### src/rtl/fir_mac_scheduler_pkg.sv
// Shared types and width helpers for the time-multiplexed FIR MAC scheduler.
// Holds the controller state encoding and the accumulator and index width formulas.
package fir_mac_scheduler_pkg;

  typedef enum logic [1:0] {
    ST_IDLE = 2'd0,
    ST_MAC  = 2'd1,
    ST_OUT  = 2'd2
  } state_t;

  // Headroom of log2(TAPS) bits keeps a full-scale TAPS-term sum from overflowing.
  function automatic int acc_width(input int data_w, input int coef_w, input int taps);
    return data_w + coef_w + $clog2(taps);
  endfunction

  function automatic int idx_width(input int taps);
    return (taps > 1) ? $clog2(taps) : 1;
  endfunction

endpackage

### src/rtl/fir_mac_scheduler_if.sv
// Bundle of the coefficient write port plus sample-in and result-out handshakes.
// Both streams use valid/ready: a transfer happens on a rising clock edge where valid & ready.
interface fir_mac_scheduler_if #(
  parameter int DATA_W = 16,
  parameter int COEF_W = 16,
  parameter int TAPS   = 8,
  parameter int ACC_W  = fir_mac_scheduler_pkg::acc_width(DATA_W, COEF_W, TAPS)
);
  localparam int IDX_W = fir_mac_scheduler_pkg::idx_width(TAPS);

  logic              cfg_we;
  logic [IDX_W-1:0]  cfg_addr;
  logic [COEF_W-1:0] cfg_data;
  logic              cfg_busy;

  logic              in_valid;
  logic              in_ready;
  logic [DATA_W-1:0] in_data;

  logic              out_valid;
  logic              out_ready;
  logic [ACC_W-1:0]  out_data;

  modport master (
    output cfg_we, cfg_addr, cfg_data, in_valid, in_data, out_ready,
    input  cfg_busy, in_ready, out_valid, out_data
  );

  modport slave (
    input  cfg_we, cfg_addr, cfg_data, in_valid, in_data, out_ready,
    output cfg_busy, in_ready, out_valid, out_data
  );

endinterface

### src/rtl/fir_mac_scheduler_delay_line.sv
// TAPS-deep sample ring buffer: one synchronous write port, one combinational read port.
// Every entry clears on reset so a restarted filter sees zero history.
module fir_delay_line #(
  parameter int DATA_W = 16,
  parameter int TAPS   = 8,
  parameter int IDX_W  = fir_mac_scheduler_pkg::idx_width(TAPS)
) (
  input  logic              i_clock,
  input  logic              i_reset,
  input  logic              i_we,
  input  logic [IDX_W-1:0]  i_wr_ptr,
  input  logic [DATA_W-1:0] i_wr_data,
  input  logic [IDX_W-1:0]  i_rd_idx,
  output logic [DATA_W-1:0] o_rd_data
);

  logic [DATA_W-1:0] r_line [TAPS];

  always_ff @(posedge i_clock) begin
    if (!i_reset) begin
      for (int k = 0; k < TAPS; k++) begin
        r_line[k] <= '0;
      end
    end else if (i_we) begin
      r_line[i_wr_ptr] <= i_wr_data;
    end
  end

  assign o_rd_data = r_line[i_rd_idx];

endmodule

### src/rtl/fir_mac_scheduler.sv
// FIR controller: one shared signed MAC walks TAPS coefficients per accepted sample.
// Owns the coefficient bank, the sample ring buffer and the IDLE -> MAC -> OUT sequencer.
module fir_mac_scheduler
  import fir_mac_scheduler_pkg::*;
#(
  parameter int DATA_W = 16,
  parameter int COEF_W = 16,
  parameter int TAPS   = 8,
  parameter int ACC_W  = acc_width(DATA_W, COEF_W, TAPS)
) (
  input  logic                i_clock,
  input  logic                i_reset,
  fir_mac_scheduler_if.slave  io_bus,
  output state_t              o_state
);

  localparam int IDX_W  = idx_width(TAPS);
  localparam int PROD_W = DATA_W + COEF_W;

  state_t                    r_state;
  state_t                    w_state_nxt;
  logic                      r_in_ready;
  logic [IDX_W-1:0]          r_wr_ptr;
  logic [IDX_W-1:0]          r_tap;
  logic signed [ACC_W-1:0]   r_acc;
  logic signed [COEF_W-1:0]  r_coef [TAPS];

  logic                      w_accept;
  logic                      w_out_fire;
  logic                      w_cfg_fire;
  logic [IDX_W-1:0]          w_rd_idx;
  logic signed [DATA_W-1:0]  w_rd_data;
  logic signed [COEF_W-1:0]  w_coef;
  logic signed [PROD_W-1:0]  w_prod;
  logic signed [ACC_W-1:0]   w_prod_ext;

  // in_ready is a register and only ever set while IDLE, so accept implies IDLE.
  assign w_accept   = io_bus.in_valid & r_in_ready;
  assign w_out_fire = (r_state == ST_OUT) & io_bus.out_ready;
  assign w_cfg_fire = io_bus.cfg_we & (r_state == ST_IDLE);

  always_ff @(posedge i_clock) begin
    if (!i_reset) begin
      r_state <= ST_IDLE;
    end else begin
      r_state <= w_state_nxt;
    end
  end

  always_comb begin
    w_state_nxt = r_state;
    case (r_state)
      ST_IDLE: if (w_accept) w_state_nxt = ST_MAC;
      ST_MAC:  if (r_tap == IDX_W'(TAPS - 1)) w_state_nxt = ST_OUT;
      ST_OUT:  if (io_bus.out_ready) w_state_nxt = ST_IDLE;
      default: w_state_nxt = ST_IDLE;
    endcase
  end

  always_ff @(posedge i_clock) begin
    if (!i_reset) begin
      r_in_ready <= 1'b0;
    end else begin
      r_in_ready <= (w_state_nxt == ST_IDLE);
    end
  end

  always_ff @(posedge i_clock) begin
    if (!i_reset) begin
      r_wr_ptr <= '0;
    end else if (w_out_fire) begin
      r_wr_ptr <= r_wr_ptr + IDX_W'(1);
    end
  end

  always_ff @(posedge i_clock) begin
    if (!i_reset) begin
      for (int k = 0; k < TAPS; k++) begin
        r_coef[k] <= '0;
      end
    end else if (w_cfg_fire) begin
      r_coef[io_bus.cfg_addr] <= io_bus.cfg_data;
    end
  end

  // Tap k pairs with the sample k steps older; index wraps because TAPS is a power of two.
  assign w_rd_idx   = r_wr_ptr - r_tap;
  assign w_coef     = r_coef[r_tap];
  assign w_prod     = PROD_W'(w_coef) * PROD_W'(w_rd_data);
  assign w_prod_ext = ACC_W'(w_prod);

  always_ff @(posedge i_clock) begin
    if (!i_reset) begin
      r_tap <= '0;
      r_acc <= '0;
    end else if (w_accept) begin
      r_tap <= '0;
      r_acc <= '0;
    end else if (r_state == ST_MAC) begin
      r_tap <= r_tap + IDX_W'(1);
      r_acc <= r_acc + w_prod_ext;
    end
  end

  fir_delay_line #(
    .DATA_W (DATA_W),
    .TAPS   (TAPS),
    .IDX_W  (IDX_W)
  ) u_delay_line (
    .i_clock   (i_clock),
    .i_reset   (i_reset),
    .i_we      (w_accept),
    .i_wr_ptr  (r_wr_ptr),
    .i_wr_data (io_bus.in_data),
    .i_rd_idx  (w_rd_idx),
    .o_rd_data (w_rd_data)
  );

  assign io_bus.in_ready  = r_in_ready;
  assign io_bus.cfg_busy  = (r_state != ST_IDLE);
  assign io_bus.out_valid = (r_state == ST_OUT);
  assign io_bus.out_data  = r_acc;
  assign o_state          = r_state;

endmodule

### src/flat_wrapper.sv
// flat-port wrapper written by rule: the top's interface ports become plain ports
module fir_mac_scheduler_flat import fir_mac_scheduler_pkg::*;
#(
  parameter int DATA_W = 16,
  parameter int COEF_W = 16,
  parameter int TAPS   = 8,
  parameter int ACC_W  = acc_width(DATA_W, COEF_W, TAPS)
)
  (i_clock, i_reset, o_state, io_bus_cfg_we, io_bus_cfg_addr, io_bus_cfg_data, io_bus_in_valid, io_bus_in_data, io_bus_out_ready, io_bus_cfg_busy, io_bus_in_ready, io_bus_out_valid, io_bus_out_data);
  fir_mac_scheduler_if #(.DATA_W(DATA_W), .COEF_W(COEF_W), .TAPS(TAPS), .ACC_W(ACC_W)) io_bus_i ();
  input  logic i_clock;
  input  logic i_reset;
  output state_t o_state;
  input wire logic [$bits(io_bus_i.cfg_we)-1:0] io_bus_cfg_we;
  input wire logic [$bits(io_bus_i.cfg_addr)-1:0] io_bus_cfg_addr;
  input wire logic [$bits(io_bus_i.cfg_data)-1:0] io_bus_cfg_data;
  input wire logic [$bits(io_bus_i.in_valid)-1:0] io_bus_in_valid;
  input wire logic [$bits(io_bus_i.in_data)-1:0] io_bus_in_data;
  input wire logic [$bits(io_bus_i.out_ready)-1:0] io_bus_out_ready;
  output wire logic [$bits(io_bus_i.cfg_busy)-1:0] io_bus_cfg_busy;
  output wire logic [$bits(io_bus_i.in_ready)-1:0] io_bus_in_ready;
  output wire logic [$bits(io_bus_i.out_valid)-1:0] io_bus_out_valid;
  output wire logic [$bits(io_bus_i.out_data)-1:0] io_bus_out_data;
  assign io_bus_i.cfg_we = io_bus_cfg_we;
  assign io_bus_i.cfg_addr = io_bus_cfg_addr;
  assign io_bus_i.cfg_data = io_bus_cfg_data;
  assign io_bus_i.in_valid = io_bus_in_valid;
  assign io_bus_i.in_data = io_bus_in_data;
  assign io_bus_i.out_ready = io_bus_out_ready;
  assign io_bus_cfg_busy = io_bus_i.cfg_busy;
  assign io_bus_in_ready = io_bus_i.in_ready;
  assign io_bus_out_valid = io_bus_i.out_valid;
  assign io_bus_out_data = io_bus_i.out_data;
  fir_mac_scheduler #(.DATA_W(DATA_W), .COEF_W(COEF_W), .TAPS(TAPS), .ACC_W(ACC_W)) u_core (.i_clock(i_clock), .i_reset(i_reset), .io_bus(io_bus_i), .o_state(o_state));
endmodule
### config.mk
export PLATFORM = sky130hd
export DESIGN_NAME = fir_mac_scheduler_flat
export DESIGN_NICKNAME = d
export VERILOG_FILES = /design/src/rtl/fir_mac_scheduler_pkg.sv /design/src/rtl/fir_mac_scheduler_if.sv /design/src/rtl/fir_mac_scheduler_delay_line.sv /design/src/rtl/fir_mac_scheduler.sv /design/src/flat_wrapper.sv
export SDC_FILE = /design/constraint.sdc
export NUM_CORES = 1
export LEC_CHECK = 0
export ABC_AREA = 0
export BUFFER_PORTS_ARGS = -buffer_cell sky130_fd_sc_hd__buf_2
export CAP_MARGIN = 25
export CORE_ASPECT_RATIO = 0.7
export CORE_UTILIZATION = 55
export CTS_CLUSTER_SIZE = 24
export DETAILED_ROUTE_END_ITERATION = 7
export PLACE_DENSITY_LB_ADDON = 0.25
export RECOVER_POWER = 100
export SLEW_MARGIN = 20
export SYNTH_ARGS = -nofsm -noshare
export SYNTH_HDL_FRONTEND = slang
export SYNTH_SLANG_ARGS = --single-unit
### constraint.sdc
create_clock -name i_clock -period 25.1 [get_ports i_clock]
set_input_delay 7.53 -clock i_clock [delete_from_list [all_inputs] [get_ports i_clock]]
set_output_delay 7.53 -clock i_clock [all_outputs]
set_load 0.05 [all_outputs]
[Word-level counts from Yosys, hierarchy flattened]
Memories as Yosys holds them, arrays and structs flattened. A register that Yosys moved wholly into a read port is not among the register bits.
Index checks and enable logic that the tools add are counted.
Word-level totals
  register bits after elaboration: 44
  bits in writable memories: 256
  input port bits: 40
  output and inout port bits: 40
  memories: 2
Operators by class
  $add $sub $neg: 4
  reduce and logical (&&, ||, !) cells: 6
  bitwise operators: 4
  equality and inequality tests: 3
  muxes and demuxes: 19
  multipliers: 1
Memories
  u_core.r_coef: depth 8, width 16, rd ports 1, clocked after memory_dff 1, write ports 8, line fir_mac_scheduler.sv:26  | logic signed [COEF_W-1:0] r_coef [TAPS];
  u_core.u_delay_line.r_line: depth 8, width 16, rd ports 1, clocked after memory_dff 0, write ports 8, line fir_mac_scheduler_delay_line.sv:17  | logic [DATA_W-1:0] r_line [TAPS];
Operator list (number)
  $add 35x32->35: 1
  $mul 16x16->32: 1
  $mux 16: 2
  $reduce_or 16->1: 2
  $mux 3: 4
  $mux 1: 9
  $add 3x1->3 const B: 2
  $mux 2: 3
  $pmux 2 s3: 1
  $logic_not 2->1: 2
  $and 1x1->1: 3
  $eq 3x3->1 const B: 1
  $sub 3x3->3: 1
  $eq 2x1->1 const B: 1
  $eq 2x2->1 const B: 1
  $reduce_bool 2->1: 1
  $reduce_or 2->1: 1
  $not 1->1: 1

[Longest topological paths before layout]
  depth after elaboration: 7
  mapped depth: 33
  gate-level depth less buffers: 31

[Cells and area by module]
A second synthesis with hierarchy kept.
Unflattened totals
  cell total of the unflattened synthesis: 2161
  area, all modules: 24785.0 sq um
By module, submodules not included
  fir_mac_scheduler: seq. area each 4784.6 sq um, times used 1, area an instance 18980.7 sq um, cells an instance 1788
  fir_delay_line: seq. area each 3843.7 sq um, times used 1, area an instance 5804.3 sq um, cells an instance 373

[Worst setup path after synthesis]
Ideal clock, no wire load.
  path type: input-to-reg
  from: input port i_reset
  to: memory u_core.u_delay_line.r_line[3][0] (enable)
  data required time: 24689 ps
  library setup time: 411 ps
  arrival time: 9270 ps
  buffers on the path: 1
  stages: 3
  slack: 15419 ps
  path through: clkbuf_1 > nand4_1 > o21ai_0
RTL lines
  start: declaration: line flat_wrapper.sv:12  | input logic i_reset;
  end: declaration: line fir_mac_scheduler_delay_line.sv:17

[Worst setup path in the final report]
  from: register u_core.r_wr_ptr[0]
  to: register u_core.r_acc[30], in the netlist u_core.io_bus.out_data[30]
Between the ends
  word-level cells in the longest chain between the ends: 4
Ends and longest elaborated chain
  start: declaration: line fir_mac_scheduler.sv:23  | logic [IDX_W-1:0] r_wr_ptr;
  start signal: assignment: line fir_mac_scheduler.sv:72  | r_wr_ptr <= r_wr_ptr + IDX_W'(1);
  $sub 3x3->3: line fir_mac_scheduler.sv:87  | assign w_rd_idx = r_wr_ptr - r_tap;
  $mem_v2 8x16
  $mul 16x16->32: line fir_mac_scheduler.sv:89  | assign w_prod = PROD_W'(w_coef) * PROD_W'(w_rd_data);
  $add 35x32->35: line fir_mac_scheduler.sv:101  | r_acc <= r_acc + w_prod_ext;
  end signal: assignment: line fir_mac_scheduler.sv:101
  end: declaration: line fir_mac_scheduler.sv:25  | logic signed [ACC_W-1:0] r_acc;
Every way passes these cells.
A chain may end at the register's enable or synchronous reset.

==> Flow_metrics.wiki <==
{| class="wikitable"
! Metric !! Value
|-
| Setup Viol. Count Final || 0
|-
| Filler cell count || 3524
|-
| Overall die height || 178 um
|-
| Remaining global-route overflow || 0
|-
| Count of input and output buffers || 79
|-
| Proportion of synthesized flip-flops having asynchronous set or reset || 0
|-
| Mean number of vias per cell || 5.59
|-
| CTS tree || done
|-
| CP arrival || 11.90 ns
|-
| Floorplan die area || 0.0453 mm^2
|-
| Worst stage delay on the critical path || 1.75 ns
|-
| Setup TNS || 0 ns
|-
| IO Pins || 80
|-
| Antenna Nets Post-Route || 0
|-
| Sequential fraction of the synthesis area || 0.353
|-
| Unrepaired setup endpoints after global routing || false
|-
| Failing checks || capacitance limit, slew limit
|-
| Global-route usage over all layers || 0.271
|-
| Routed wirelength normalized by instance count || 20.6 um
|-
| Detailed-route wire length || 57700 um
|-
| H-tree level count || 1
|-
| Number of cell instances on the worst register-to-register path || 27
|-
| Clock tree root driver cell || clkbuf_16
|-
| Worst-Skew Late Latency || 0.61 ns
|-
| Clock Pin Slew Worst Setup and Hold Paths || 0.06 ns
|-
| Initial standard-cell utilization of the core || 0.558
|-
| Antenna violations before repair || 3
|-
| Iteration-0 DRC Markers || 1297
|-
| Drt drc || 0
|-
| Slowest stage cell on the critical path || clkbuf_1
|-
| Area of the placeable core || 0.0438 mm^2
|-
| Distinct cell type count of the synthesized netlist || 60
|-
| TritonRoute pass-1 iters || 5
|-
| Share of cells above drive strength 1 || 0.0944
|-
| CP required || 25.65 ns
|-
| Hold-fix buffers, CTS || 0
|-
| Final hold viol count || 0
|-
| Commonest non-fill, non-tap cell in the layout || inv_1
|-
| Max Root-Sink Buffers || 3
|-
| Setup Crit Path Kind || flop to flop
|-
| Final Non-Filler Cells || 2800
|-
| Worst Max-Slew Pin Slew || 2.47 ns
|-
| Endpoint kind of the worst setup timing path || flop
|-
| Final count of pins violating max slew || 83
|-
| Leading register cell type out of synthesis || edfxtp_1
|-
| Flops & latches, synth || 303
|-
| YS warnings || 0
|-
| Cell occurring most often along the worst timing path || fa_1
|-
| Vias after detailed routing || 15646
|-
| Tmin final || 11.36 ns
|-
| Post-route clock skew || 0.0154 ns
|-
| Cells resized by post-CTS repair || 0
|-
| Cell count after synthesis || 2095
|-
| CTS Buf Count || 31
|-
| Die Wd || 254 um
|-
| Top library cells by usage in the layout, fill and taps aside || inv_1 (335), fa_1 (311), edfxtp_1 (256)
|-
| Hpwl dp || 43600 um
|-
| Number of synthesized flops with an enable pin || 256
|-
| Largest net degree at the start of global routing || 42
|-
| Std-Cell Rows || 64
|-
| Outcome || finished, violations left
|-
| Routability Congestion || 0.890
|-
| Net count reported at finish || 2637
|-
| Vias in the first global route || 16214
|-
| Final Cycle Share || 0.452
|-
| Cell area after synthesis || 0.0245 mm^2
|-
| Placed cell count || 2730
|-
| Hold crit path type || flop to flop
|-
| Average cell area after synthesis || 11.7 um^2
|-
| Crit-path max FO || 32
|-
| Synthesized netlist net count || 2554
|-
| Kind of start point of the critical path || flop
|-
| Relative max-transition margin || -0.644
|-
| Post-CTS setup buffer count || 0
|-
| Cells on Worst Hold Path || 2
|-
| Area Overhead vs Synth || 7.99%
|-
| MaxCap Viol Count || 3
|-
| Highest achievable clock rate || 88.1 MHz
|-
| First-pass GRT wire length || 92200 um
|-
| Clk sinks || 303
|}
[cell type report]
cell class	count	area, um^2	share of cell area
Multi-Input combinational cell	1380	14200	0.537
Sequential cell	303	8630	0.327
Inverter	339	1270	0.0482
Clock buffer	38	832	0.0315
Tap cell	594	743	0.0281
Timing Repair Buffer	123	577	0.0218
Clock inverter	20	165	0.00625
Antenna cell	3	7.51	0.000284
[path summary, 6_finish.rpt]
check | from | endpoint | slack (ns)
min | u_core.io_bus.out_data[1]$_SDFFE_PP0P_ | u_core.io_bus.out_data[1]$_SDFFE_PP0P_ | 0.48
max reg2reg | u_core.r_wr_ptr[0]$_SDFFE_PN0P_ | u_core.io_bus.out_data[30]$_SDFFE_PP0P_ | 13.75
max | u_core.r_wr_ptr[0]$_SDFFE_PN0P_ | u_core.io_bus.out_data[30]$_SDFFE_PP0P_ | 13.75
min reg2reg | u_core.io_bus.out_data[1]$_SDFFE_PP0P_ | u_core.io_bus.out_data[1]$_SDFFE_PP0P_ | 0.48
[logic make-up (layout without fill, tap and decap cells)]
family	after synthesis	after routing	share of synthesized area
AO/OA/AOI/OAI	130	130	0.0326
XOR/XNOR	37	37	0.0143
adder cells (fa/ha/maj)	419	419	0.310
buffers and inverters	412	520	0.0672
flip-flops	303	303	0.353
multiplexers	114	114	0.0842
other	0	3	0
AND/OR/NAND/NOR	680	680	0.139
[cells in the mapped netlist, types with 18 or more instances]
cell type,number,share of area
a21oi_1,47,0.0096
nor2_1,155,0.024
inv_1,335,0.051
nand2_1,175,0.027
fa_1,311,0.25
xnor2_1,24,0.0086
dfxtp_1,47,0.038
and2_1,267,0.068
edfxtp_1,256,0.31
nand3_1,21,0.0043
mux2i_1,18,0.0074
ha_1,108,0.055
o21ai_0,27,0.0055
mux4_2,64,0.059
clkbuf_1,48,0.0074
[registers in the layout, indices dropped and copies added, names as in the netlist, named ones only]
signal and count:
u_core.r_coef 128, u_core.u_delay_line.r_line 128, u_core.io_bus.out_data 35, u_core.r_tap 3, u_core.r_wr_ptr 3, u_core.o_state 2, u_core.io_bus.in_ready 1
[through the flow]
step / hold WS [ns] / setup slack [ns] / util / cell area [um^2]
2_1_floorplan: 0.467 / 15.42 / - / 24500
4_1_cts: 0.485 / 15.69 / 0.605 / 26500
3_5_place_dp: 0.477 / 15.18 / 0.583 / 25500
6_report: 0.482 / 13.75 / 0.603 / 26400
3_3_place_gp: 0.462 / 15.30 / 0.582 / 25500
5_1_grt: 0.508 / 13.12 / 0.603 / 26400
[routing by layer]
metal | vias to the layer above | routed length, um | GRT usage
li1 | 6965 | - | -
met1 | 8020 | 26300 | 0.409
met2 | 586 | 25200 | 0.406
met3 | 75 | 5070 | 0.0556
met4 | 0 | 1150 | 0.0590
met5 | - | 0 | 0
[worst max-delay path, delay by kind of cell (launching register included)]
kind | cells | cell delay, ns
AOI/OAI and AO/OA | 2 | 0.53
xor gates and xnor gates | 2 | 0.50
adders and majority gates | 9 | 4.42
buffers and inverters | 5 | 2.06
DFF | 1 | 0.36
muxes | 2 | 1.50
and+or+nand+nor | 7 | 1.87
Power is not shown: default switching activity piles up to over one toggle a cycle in this logic, so the estimate is an artifact.
